File: src/rtl/iobus_pkg.sv
// Shared I/O-bus link definitions: command codes, message field widths,
// transmitter state encoding and the nargs-to-byte-count mapping.
package iobus_pkg;

  localparam int CMD_W   = 8;
  localparam int NARGS_W = 2;
  localparam int A1_W    = 8;
  localparam int A2_W    = 16;
  localparam int A3_W    = 16;
  localparam int MSG_W   = NARGS_W + CMD_W + A1_W + A2_W + A3_W;

  // Bit 0 of every command byte distinguishes requests from responses.
  localparam logic MSG_REQ  = 1'b0;
  localparam logic MSG_RESP = 1'b1;

  localparam logic [CMD_W-1:0] CMD_NOP   = 8'h00;
  localparam logic [CMD_W-1:0] CMD_READ  = 8'h10;
  localparam logic [CMD_W-1:0] CMD_WRITE = 8'h20;
  localparam logic [CMD_W-1:0] CMD_EVENT = 8'h40;
  localparam logic [CMD_W-1:0] CMD_PANEL = 8'h90;

  typedef enum logic [1:0] {
    TX_IDLE  = 2'd0,
    TX_SEND  = 2'd1,
    TX_DRAIN = 2'd2
  } tx_state_e;

  function automatic logic [2:0] msg_len(input logic [NARGS_W-1:0] nargs);
    case (nargs)
      2'd0:    msg_len = 3'd1;
      2'd1:    msg_len = 3'd2;
      2'd2:    msg_len = 3'd4;
      default: msg_len = 3'd6;
    endcase
  endfunction

endpackage

File: src/rtl/msg_txq_if.sv
// Message-queue host port plus UART transmitter handshake; the producer/UART
// side uses master, the transmit queue uses slave.
interface msg_txq_if
  import iobus_pkg::*;
#(
  parameter int DEPTH = 4
);
  localparam int LVL_W = $clog2(DEPTH + 1);

  logic               push;
  logic [CMD_W-1:0]   cmd;
  logic [NARGS_W-1:0] nargs;
  logic [A1_W-1:0]    a1;
  logic [A2_W-1:0]    a2;
  logic [A3_W-1:0]    a3;
  logic               flush;
  logic               full;
  logic [LVL_W-1:0]   level;
  logic               busy;
  logic               drop;
  logic [7:0]         uart_data;
  logic               uart_send;
  logic               uart_busy;

  modport master (
    output push, cmd, nargs, a1, a2, a3, flush, uart_busy,
    input  full, level, busy, drop, uart_data, uart_send
  );

  modport slave (
    input  push, cmd, nargs, a1, a2, a3, flush, uart_busy,
    output full, level, busy, drop, uart_data, uart_send
  );

endinterface

File: src/rtl/msg_fifo.sv
// Synchronous message FIFO; full/empty come from an occupancy counter so the
// pointers can wrap freely on log2(DEPTH) bits.
module msg_fifo
  import iobus_pkg::*;
#(
  parameter int DEPTH = 4
) (
  input  logic                         clk,
  input  logic                         rst_n,
  input  logic                         push,
  input  logic                         pop,
  input  logic                         flush,
  input  logic [MSG_W-1:0]             wdata,
  output logic [MSG_W-1:0]             rdata,
  output logic [$clog2(DEPTH+1)-1:0]   level,
  output logic                         full,
  output logic                         empty
);
  localparam int AW    = $clog2(DEPTH);
  localparam int LVL_W = $clog2(DEPTH + 1);

  logic [MSG_W-1:0] mem_q [DEPTH];
  logic [AW-1:0]    wr_ptr_q, wr_ptr_d;
  logic [AW-1:0]    rd_ptr_q, rd_ptr_d;
  logic [LVL_W-1:0] level_q, level_d;
  logic             wr_en, rd_en;

  assign full  = (level_q == LVL_W'(DEPTH));
  assign empty = (level_q == '0);
  assign level = level_q;
  assign rdata = mem_q[rd_ptr_q];

  // A flush kills both the write and the read of the same cycle.
  assign wr_en = push & ~full & ~flush;
  assign rd_en = pop & ~empty & ~flush;

  always_comb begin
    wr_ptr_d = wr_ptr_q;
    rd_ptr_d = rd_ptr_q;
    level_d  = level_q;
    if (flush) begin
      wr_ptr_d = '0;
      rd_ptr_d = '0;
      level_d  = '0;
    end else begin
      if (wr_en) wr_ptr_d = wr_ptr_q + 1'b1;
      if (rd_en) rd_ptr_d = rd_ptr_q + 1'b1;
      case ({wr_en, rd_en})
        2'b10:   level_d = level_q + 1'b1;
        2'b01:   level_d = level_q - 1'b1;
        default: level_d = level_q;
      endcase
    end
  end

  always_ff @(posedge clk or negedge rst_n) begin
    if (!rst_n) begin
      wr_ptr_q <= '0;
      rd_ptr_q <= '0;
      level_q  <= '0;
    end else begin
      wr_ptr_q <= wr_ptr_d;
      rd_ptr_q <= rd_ptr_d;
      level_q  <= level_d;
    end
  end

  always_ff @(posedge clk) begin
    if (wr_en) mem_q[wr_ptr_q] <= wdata;
  end

endmodule

File: src/rtl/msg_txq.sv
// Queued message transmitter: buffers whole messages in msg_fifo and
// serialises them byte by byte to the UART with a send/busy level handshake.
module msg_txq
  import iobus_pkg::*;
#(
  parameter int DEPTH = 4
) (
  input  logic       clk_sys,
  input  logic       rst_n,
  msg_txq_if.slave   bus
);
  localparam int LVL_W = $clog2(DEPTH + 1);

  logic [MSG_W-1:0] fifo_rdata;
  logic [LVL_W-1:0] fifo_level;
  logic             fifo_full, fifo_empty;
  logic             pop, advance;

  tx_state_e        state_q;
  logic [47:0]      sr_q, sr_d;
  logic [2:0]       idx_q, last_q;
  logic             uart_send_q, drop_q;
  logic [7:0]       uart_data_q;

  msg_fifo #(.DEPTH(DEPTH)) u_fifo (
    .clk   (clk_sys),
    .rst_n (rst_n),
    .push  (bus.push),
    .pop   (pop),
    .flush (bus.flush),
    .wdata ({bus.nargs, bus.cmd, bus.a1, bus.a2, bus.a3}),
    .rdata (fifo_rdata),
    .level (fifo_level),
    .full  (fifo_full),
    .empty (fifo_empty)
  );

  // A flush in the IDLE cycle wins over loading the head.
  assign pop     = (state_q == TX_IDLE) & ~fifo_empty & ~bus.flush;
  assign advance = (state_q == TX_DRAIN) & ~bus.uart_busy & (idx_q != last_q);

  assign bus.full      = fifo_full;
  assign bus.level     = fifo_level;
  assign bus.busy      = (state_q != TX_IDLE) | (fifo_level != '0);
  assign bus.drop      = drop_q;
  assign bus.uart_send = uart_send_q;
  assign bus.uart_data = uart_data_q;

  // Byte payload, MSB byte first; the current byte always sits in sr_q[47:40].
  always_comb begin
    sr_d = sr_q;
    if (pop)          sr_d = fifo_rdata[47:0];
    else if (advance) sr_d = {sr_q[39:0], 8'h00};
  end

  always_ff @(posedge clk_sys) begin
    sr_q <= sr_d;
  end

  always_ff @(posedge clk_sys or negedge rst_n) begin
    if (!rst_n) begin
      state_q     <= TX_IDLE;
      idx_q       <= '0;
      last_q      <= '0;
      uart_send_q <= 1'b0;
      uart_data_q <= '0;
      drop_q      <= 1'b0;
    end else begin
      drop_q <= bus.push & (fifo_full | bus.flush);
      case (state_q)
        TX_IDLE: begin
          if (pop) begin
            idx_q       <= '0;
            last_q      <= msg_len(fifo_rdata[49:48]) - 3'd1;
            uart_send_q <= 1'b1;
            uart_data_q <= fifo_rdata[47:40];
            state_q     <= TX_SEND;
          end
        end
        TX_SEND: begin
          if (bus.uart_busy) begin
            uart_send_q <= 1'b0;
            uart_data_q <= '0;
            state_q     <= TX_DRAIN;
          end
        end
        TX_DRAIN: begin
          if (!bus.uart_busy) begin
            if (idx_q == last_q) begin
              state_q <= TX_IDLE;
            end else begin
              idx_q       <= idx_q + 3'd1;
              uart_send_q <= 1'b1;
              uart_data_q <= sr_q[39:32];
              state_q     <= TX_SEND;
            end
          end
        end
        default: state_q <= TX_IDLE;
      endcase
    end
  end

endmodule

File: src/flat_wrapper.sv
// flat-port wrapper written by rule: the top's interface ports become plain ports
module msg_txq_flat import iobus_pkg::*;
#(
  parameter int DEPTH = 4
)
  (clk_sys, rst_n, bus_push, bus_cmd, bus_nargs, bus_a1, bus_a2, bus_a3, bus_flush, bus_uart_busy, bus_full, bus_level, bus_busy, bus_drop, bus_uart_data, bus_uart_send);
  msg_txq_if #(.DEPTH(DEPTH)) bus_i ();
  input  logic clk_sys;
  input  logic rst_n;
  input wire logic [$bits(bus_i.push)-1:0] bus_push;
  input wire logic [$bits(bus_i.cmd)-1:0] bus_cmd;
  input wire logic [$bits(bus_i.nargs)-1:0] bus_nargs;
  input wire logic [$bits(bus_i.a1)-1:0] bus_a1;
  input wire logic [$bits(bus_i.a2)-1:0] bus_a2;
  input wire logic [$bits(bus_i.a3)-1:0] bus_a3;
  input wire logic [$bits(bus_i.flush)-1:0] bus_flush;
  input wire logic [$bits(bus_i.uart_busy)-1:0] bus_uart_busy;
  output wire logic [$bits(bus_i.full)-1:0] bus_full;
  output wire logic [$bits(bus_i.level)-1:0] bus_level;
  output wire logic [$bits(bus_i.busy)-1:0] bus_busy;
  output wire logic [$bits(bus_i.drop)-1:0] bus_drop;
  output wire logic [$bits(bus_i.uart_data)-1:0] bus_uart_data;
  output wire logic [$bits(bus_i.uart_send)-1:0] bus_uart_send;
  assign bus_i.push = bus_push;
  assign bus_i.cmd = bus_cmd;
  assign bus_i.nargs = bus_nargs;
  assign bus_i.a1 = bus_a1;
  assign bus_i.a2 = bus_a2;
  assign bus_i.a3 = bus_a3;
  assign bus_i.flush = bus_flush;
  assign bus_i.uart_busy = bus_uart_busy;
  assign bus_full = bus_i.full;
  assign bus_level = bus_i.level;
  assign bus_busy = bus_i.busy;
  assign bus_drop = bus_i.drop;
  assign bus_uart_data = bus_i.uart_data;
  assign bus_uart_send = bus_i.uart_send;
  msg_txq #(.DEPTH(DEPTH)) u_core (.clk_sys(clk_sys), .rst_n(rst_n), .bus(bus_i));
endmodule
File: config.mk
export PLATFORM = sky130hd
export DESIGN_NAME = msg_txq_flat
export DESIGN_NICKNAME = d
export VERILOG_FILES = /design/src/rtl/iobus_pkg.sv /design/src/rtl/msg_txq_if.sv /design/src/rtl/msg_fifo.sv /design/src/rtl/msg_txq.sv /design/src/flat_wrapper.sv
export SDC_FILE = /design/constraint.sdc
export NUM_CORES = 1
export LEC_CHECK = 0
export ABC_CLOCK_PERIOD_IN_PS = 5800
export CORE_ASPECT_RATIO = 1.25
export CORE_MARGIN = 3
export CORE_UTILIZATION = 55
export CTS_BUF_LIST = sky130_fd_sc_hd__clkbuf_4
export DETAILED_ROUTE_END_ITERATION = 12
export GPL_TIMING_DRIVEN = 0
export HOLD_SLACK_MARGIN = 0.12
export PLACE_DENSITY = 0.75
export RECOVER_POWER = 100
export SLEW_MARGIN = 0
export SYNTH_ARGS = -nofsm -noshare
export SYNTH_HDL_FRONTEND = slang
export SYNTH_SLANG_ARGS = --single-unit
File: constraint.sdc
create_clock -name clk_sys -period 5.8 [get_ports clk_sys]
set_input_delay 0.58 -clock clk_sys [delete_from_list [all_inputs] [get_ports clk_sys]]
set_output_delay 0.58 -clock clk_sys [all_outputs]
set_load 0.01 [all_outputs]
==> run_results.csv <==
group,metric,value,unit
synth,synthSimpleGateAreaFrac,0.0640,
synth,synth_compound_area_frac,0.0244,
clock_tree,cts_setup_buffers,0,
synth,ys_warn_count,0,
cells_and_area,drive_above_1_share,0.213,
clock_tree,cts_tree,"done",
floorplanning,ios,70,
job,max_cap_violations,10,
sta,slew-limit-headroom,-1.16,
clock_tree,cts-htree-levels,2,
setup_path,crit_arrival,4.71,ns
synth,synth_area_leaders,"edfxtp_1 69%, mux4_2 11%, dfrtp_1 6.0%",
setup_path,cpMaxStageDelayCell,"and2_0",
routing,final_antenna_net_count,0,
synth,synth_most_common_cell,"edfxtp_1",
floorplanning,die_y,160,µm
setup_path,setup.worst_path.end_class,"flop",
synth,syn_nets,646,
synth,syn_avg_cell_area,17.9,µm²
pwr,irDropWorstVdd,0.205,mV
sta,report.final.hold_viol_count,0,
synth,synthDistinctLibCells,38,
setup_path,path_buf_inv,1,
clock_tree,insertion_delay,0.67,ns
global_route,track_usage,0.201,
global_route,grt_pass1_wl,31700,µm
placed_design,io_buffers,68,
sta,skew,0.0359,ns
routing,via_per_inst,5.55,
pwr,power_density,416,nW/µm²
sta,tns,0,ns
floorplanning,dieArea,20600,µm²
synth,synth_top_family_by_area,"multiplexers",
synth,postSynth.asyncResetShare,0.0943,
setup_path,required,6.04,ns
routing,vias,5500,
sta,rsz0062_at_grt,"no",
clock_tree,cts_sinks,265,
global_route,grt_pass1_vias,5998,
clock_tree,clkTransAtPathRegs,0.07,ns
status,violations,"max-capacitance violations, max-slew violations",
setup_path,cp_top_family,"simple AND/OR/NAND/NOR gates",
floorplanning,rows,55,
setup_path,crit_chain,"or3b_2, nand2_1, nor2_1, and2_0, clkbuf_1",
pwr,p_leak,4.33,nW
clock_tree,holdBufCountCts,0,
floorplanning,initial_utilization,0.567,
routing,drc,0,
cells_and_area,nets,781,
cells_and_area,n_fill_cell,1260,
routing,drt_wl_total,19600,µm
synth,ys.flop_type,"edfxtp_1",
placed_design,gp_congestion,0.797,
clock_tree,cts_resized,0,
min_path,hold_class,"in2reg",
synth,synth_area,10400,µm²
setup_path,worstSetupStartpointType,"flop",
global_route,grt_start_max_net_pins,30,
sta,fin_ws,1.33,ns
synth,synth_edf_count,240,
routing,firstDrtPassIters,5,
sta,tightest_slew,3.21,ns
setup_path,path_class,"reg2reg",
synth,muxShareOfSynthArea,0.120,
setup_path,max_stage_delay,1.66,ns
routing,wl_per_cell,19.8,µm
clock_tree,cts_made_buffers,60,
synth,synth_fa_ha_area_frac,0.0152,
synth,synth_top_area_cell,"edfxtp_1",
clock_tree,cts_buffer_depth,3,
routing,drt_iter0_drc,363,
synth,synth_common_cells,"240 x edfxtp_1, 113 x nand2_1, 50 x mux4_2",
sta,fin_crit,4.47,ns
status,status,"finished with violations",
synth,ys_ff_latch,265,
sta,period_share,0.771,
pwr,power,5.06,mW
floorplanning,die_x,129,µm
sta,finalMaxSlewViolations,243,
global_route,antenna_found_initial,1,
sta,clock.fmax,224,MHz
synth,ys_seq_area_frac,0.755,
placed_design,place_ws,1.85,ns
synth,yosys.area_share.xor_xnor,0.00506,
clock_tree,clk_root_buffer_cell,"clkbuf_4",
sta,setup_violations,0,
synth,synth_top_area_frac,0.694,
setup_path,worstPathMaxFanout,29,
placed_design,dp_hpwl,12700,µm
synth,synthCells,579,
floorplanning,fp.coreArea,18300,µm²
cells_and_area,area_growth,17.2,%
global_route,overflow,0,
-- registers in the layout (all words and copies together) (netlist names) --
| register | count |
|---|---|
| u_core.bus.drop | 1 |
| u_core.bus.uart_data | 8 |
| u_core.u_fifo.level | 3 |
| u_core.bus.uart_send | 1 |
| u_core.last_q | 3 |
| u_core.u_fifo.mem_q | 200 |
| u_core.u_fifo.rd_ptr_q | 2 |
| u_core.sr_q | 40 |
| u_core.idx_q | 3 |
| u_core.u_fifo.wr_ptr_q | 2 |
| u_core.state_q | 2 |
-- where the power goes --
| group | switching (mW) | total, mW | internal (mW) |
|---|---|---|---|
| registers | 0.103 | 2.50 | 2.40 |
| clock network | 0.690 | 1.46 | 0.773 |
| logic | 0.631 | 1.10 | 0.469 |
| total | 1.42 | 5.06 | 3.64 |
-- worst paths after layout --
check / depth (start not counted) / start / to / slack, ns
worst max-delay path: 5 / u_core.u_fifo.level[0] / u_core.u_fifo.mem_q[0][45] / 1.33
worst min-delay path: 3 / bus_push / u_core.u_fifo.wr_ptr_q[1] / 0.28
worst max register to register: 5 / u_core.u_fifo.level[0] / u_core.u_fifo.mem_q[0][45] / 1.33
worst min register to register: 1 / u_core.bus.uart_data[7] / u_core.bus.uart_data[7] / 0.49
max in group asynchronous: 1 / rst_n / u_core.last_q[1] / 4.47
min in group asynchronous: 1 / rst_n / u_core.last_q[0] / 0.59
-- area by class of cell --
cell class / instances / area, µm² / area share
sequential: 265 / 7830 / 0.644
multi-input combinational: 271 / 2360 / 0.194
timing repair buffer: 73 / 723 / 0.0595
clock buffer: 93 / 698 / 0.0574
tap: 228 / 285 / 0.0235
buffer: 25 / 101 / 0.00833
clock inverter: 17 / 93.8 / 0.00772
inverter: 18 / 67.6 / 0.00556
antenna: 1 / 2.50 / 0.000206
-- worst min-delay path: cells and delay by family --
family / cells / cell delay (ns)
simple gates: 1 / 0.10
compound gates: 1 / 0.06
buf+inv: 1 / 0.16
-- metal layers --
layer | global-route usage | vias up | routed length [µm]
met5 | 0 | - | 0
met4 | 0.0702 | 0 | 420
met3 | 0.0446 | 32 | 956
met2 | 0.340 | 186 | 10700
met1 | 0.257 | 2765 | 7590
li1 | - | 2517 | -
-- metrics by stage --
step / util / std cells / hold WS [ns] / area (µm²)
finish: 0.664 / 991 / 0.278 / 12200
global route: 0.664 / 991 / 0.282 / 12200
CTS: 0.670 / 990 / 0.235 / 12300
detailed placement: 0.626 / 880 / 0.489 / 11500
global placement: 0.620 / 875 / 0.473 / 11300
floorplan: - / 579 / 0.284 / 10400
-- cell usage in the layout, fill, tap and decap left out, drive strengths merged, types with 2 or more instances in the layout --
cell type / count
clkbuf: 116
nand2: 113
buf: 7
nand2b: 2
clkinv: 16
o21ai: 15
a211o: 2
or3b: 2
and2: 13
mux2: 10
nand3: 6
mux4: 50
ha: 11
edfxtp: 240
or4b: 2
xor2: 4
inv: 18
xnor2: 2
clkdlybuf4s50: 2
o31ai: 3
nor2: 13
dlygate4sd3: 66
a21oi: 6
dfrtp: 25
nor3: 2
-- logic make-up (layout without fill, tap and decap cells) --
group / after synthesis / after routing
DFF: 265 / 265
and+or+nand+nor: 156 / 156
muxes: 61 / 61
buffers and inverters: 43 / 226
AOI/OAI and AO/OA: 36 / 36
adders and majority gates: 12 / 12
xor gates and xnor gates: 6 / 6
other: 0 / 1
Power figures use the tool's default switching activity.
==> RTL change: new RTL, same flow settings <==
Encoding of `tx_state_e`: now one-hot (3 bits for 3 states).
--- a/src/rtl/iobus_pkg.sv
+++ b/src/rtl/iobus_pkg.sv
@@ -20,8 +20,8 @@
   localparam logic [CMD_W-1:0] CMD_PANEL = 8'h90;
 
-  typedef enum logic [1:0] {
-    TX_IDLE  = 2'd0,
-    TX_SEND  = 2'd1,
-    TX_DRAIN = 2'd2
+  typedef enum logic [2:0] {
+    TX_IDLE  = 3'b001,
+    TX_SEND  = 3'b010,
+    TX_DRAIN = 3'b100
   } tx_state_e;
 
Formal check against the unedited RTL: no difference found for any inputs over 10 cycles, from zero or initial values and one cycle with rst_n low; not proved beyond that.
==> RTL change against the original RTL <==
The flow still finishes with violations (max-capacitance violations, max-slew violations); setup slack improved by 690 ps; design area fell by 0.66%; via count fell by 4.5%; die area fell by 0.85%; routed wire length fell by 5.5%; sequential cell count rose by 1; total power rose by 2.2%; clock skew fell by 10 ps; synthesized area fell by 0.89%; synthesized cell count fell by 6.2%.
==> RTL change: results (changes against the original RTL) <==
Status:
- The run finished, with violations left.
- The checks that failed: max-capacitance violations, max-slew violations.

Place:
- The post-placement cell area is 11300 µm² (-1.0%).
- The total instance count after detailed placement is 844 (-4.1%).

Synth:
- The instance count of the mapped netlist is 543 (-6.2%).
- The adder and majority gate portion of the synthesized area was 0.00803 (-0.00716).
- By area the synthesized netlist is led by sky130_fd_sc_hd__edfxtp_1, sky130_fd_sc_hd__mux4_2, sky130_fd_sc_hd__dfrtp_1.
- The share of synthesized area spent on multiplexers came to 0.122 (+0.00193).
- The XOR/XNOR share of the synthesized area is 0.00426 (-0.000806).
- The total nets after synthesis is 604 (-6.5%).
- The compound-cell area share of the yosys netlist came to 0.0245 (+0.0000976).
- The post-synthesis sequential element count is 266 (+0.38%).
- The share of flip-flops with an asynchronous set or reset after synthesis is 0.0977 (+0.00340).
- The unique cell type count in the Yosys netlist is 44 (+16%).

Timing:
- The worst clock skew is 25.8 ps (-10.1 ps).
- The final-report max-slew violation count is 127 (-48%).
- The worst-case headroom to the max-slew limit is -0.783 (+0.378).

Job:
- The reported max-cap violation count came to 5 (-5).

Min path:
- The sink of the worst hold path is u_core.last_q[0]$_DFFE_PN0P_.
- The number of instances on the worst hold path was 2 (-1).

Routing:
- The met2 routed wirelength came to 9.98 mm (-6.3%).
- The per-cell routed wire length is 19.4 µm (-2.0%).
- The routed length on met1 is 7.08 mm (-6.7%).
- The average via count per standard cell is 5.50 (-0.96%).

Critical path:
- The minimum setup slack among reg-to-reg paths came to 2020 ps (+690 ps).
- The endpoint identified for the worst register-to-register timing path is u_core.u_fifo.mem_q[0][3]$_DFFE_PP_.
- The highest net fanout along the worst path is 50 (+72%).

Global routing:
- The routing usage on met2 was 0.327 (-0.0136).
- The overall fraction of global-route tracks in use is 0.190 (-0.0110).
- The met1 track demand over resource in global routing was 0.236 (-0.0209).
- The number of global-route vias before repair is 5645 (-5.9%).
- The met3 usage is 0.0448 (+0.000120).

Finish:
- The final standard cell count with taps included and fillers excluded is 956 (-3.5%).
- The layout net count is 740 (-5.2%).

Power:
- The maximum vdd ir drop is 0.188 mV (-8.0%).
- The fraction of power consumed by combinational cells is 0.231 (+0.014).
- The internal power came to 3730 µW (+2.7%).
- The power share of the sequential group was 0.484 (-0.010).

CTS:
- The CTS buffer count is 61 (+1.7%).
## RTL change: cell count changes in the layout (fill, tap and decap cells not counted), moves of 7 or more
cell                      delta
sky130_fd_sc_hd__nand2_1    -12
sky130_fd_sc_hd__mux2_1      -7
sky130_fd_sc_hd__o21ai_0     -9
sky130_fd_sc_hd__inv_1      -10
sky130_fd_sc_hd__a22o_1      +8
## RTL change: final cells by class
class | instances | area (µm²)
repair buffers | 73 | 771
multi-input cells | 246 | 2230
diodes | 1 | 2.50
inverters | 8 | 30.0
flip-flops and latches | 266 | 7860
fillers | 1174 | 6150
clock inverters | 15 | 82.6
plain buffers | 23 | 96.3
clock buffers | 96 | 721
well taps | 228 | 285
## RTL change: stage by stage
stage                     total power (µW)  worst slack, ps
after global routing                  5490             1760
final                                 5170             2020
after global placement                3760             1580
after CTS                             5290             2930
after floorplan                       3350             2970
after detailed placement              3810             2760
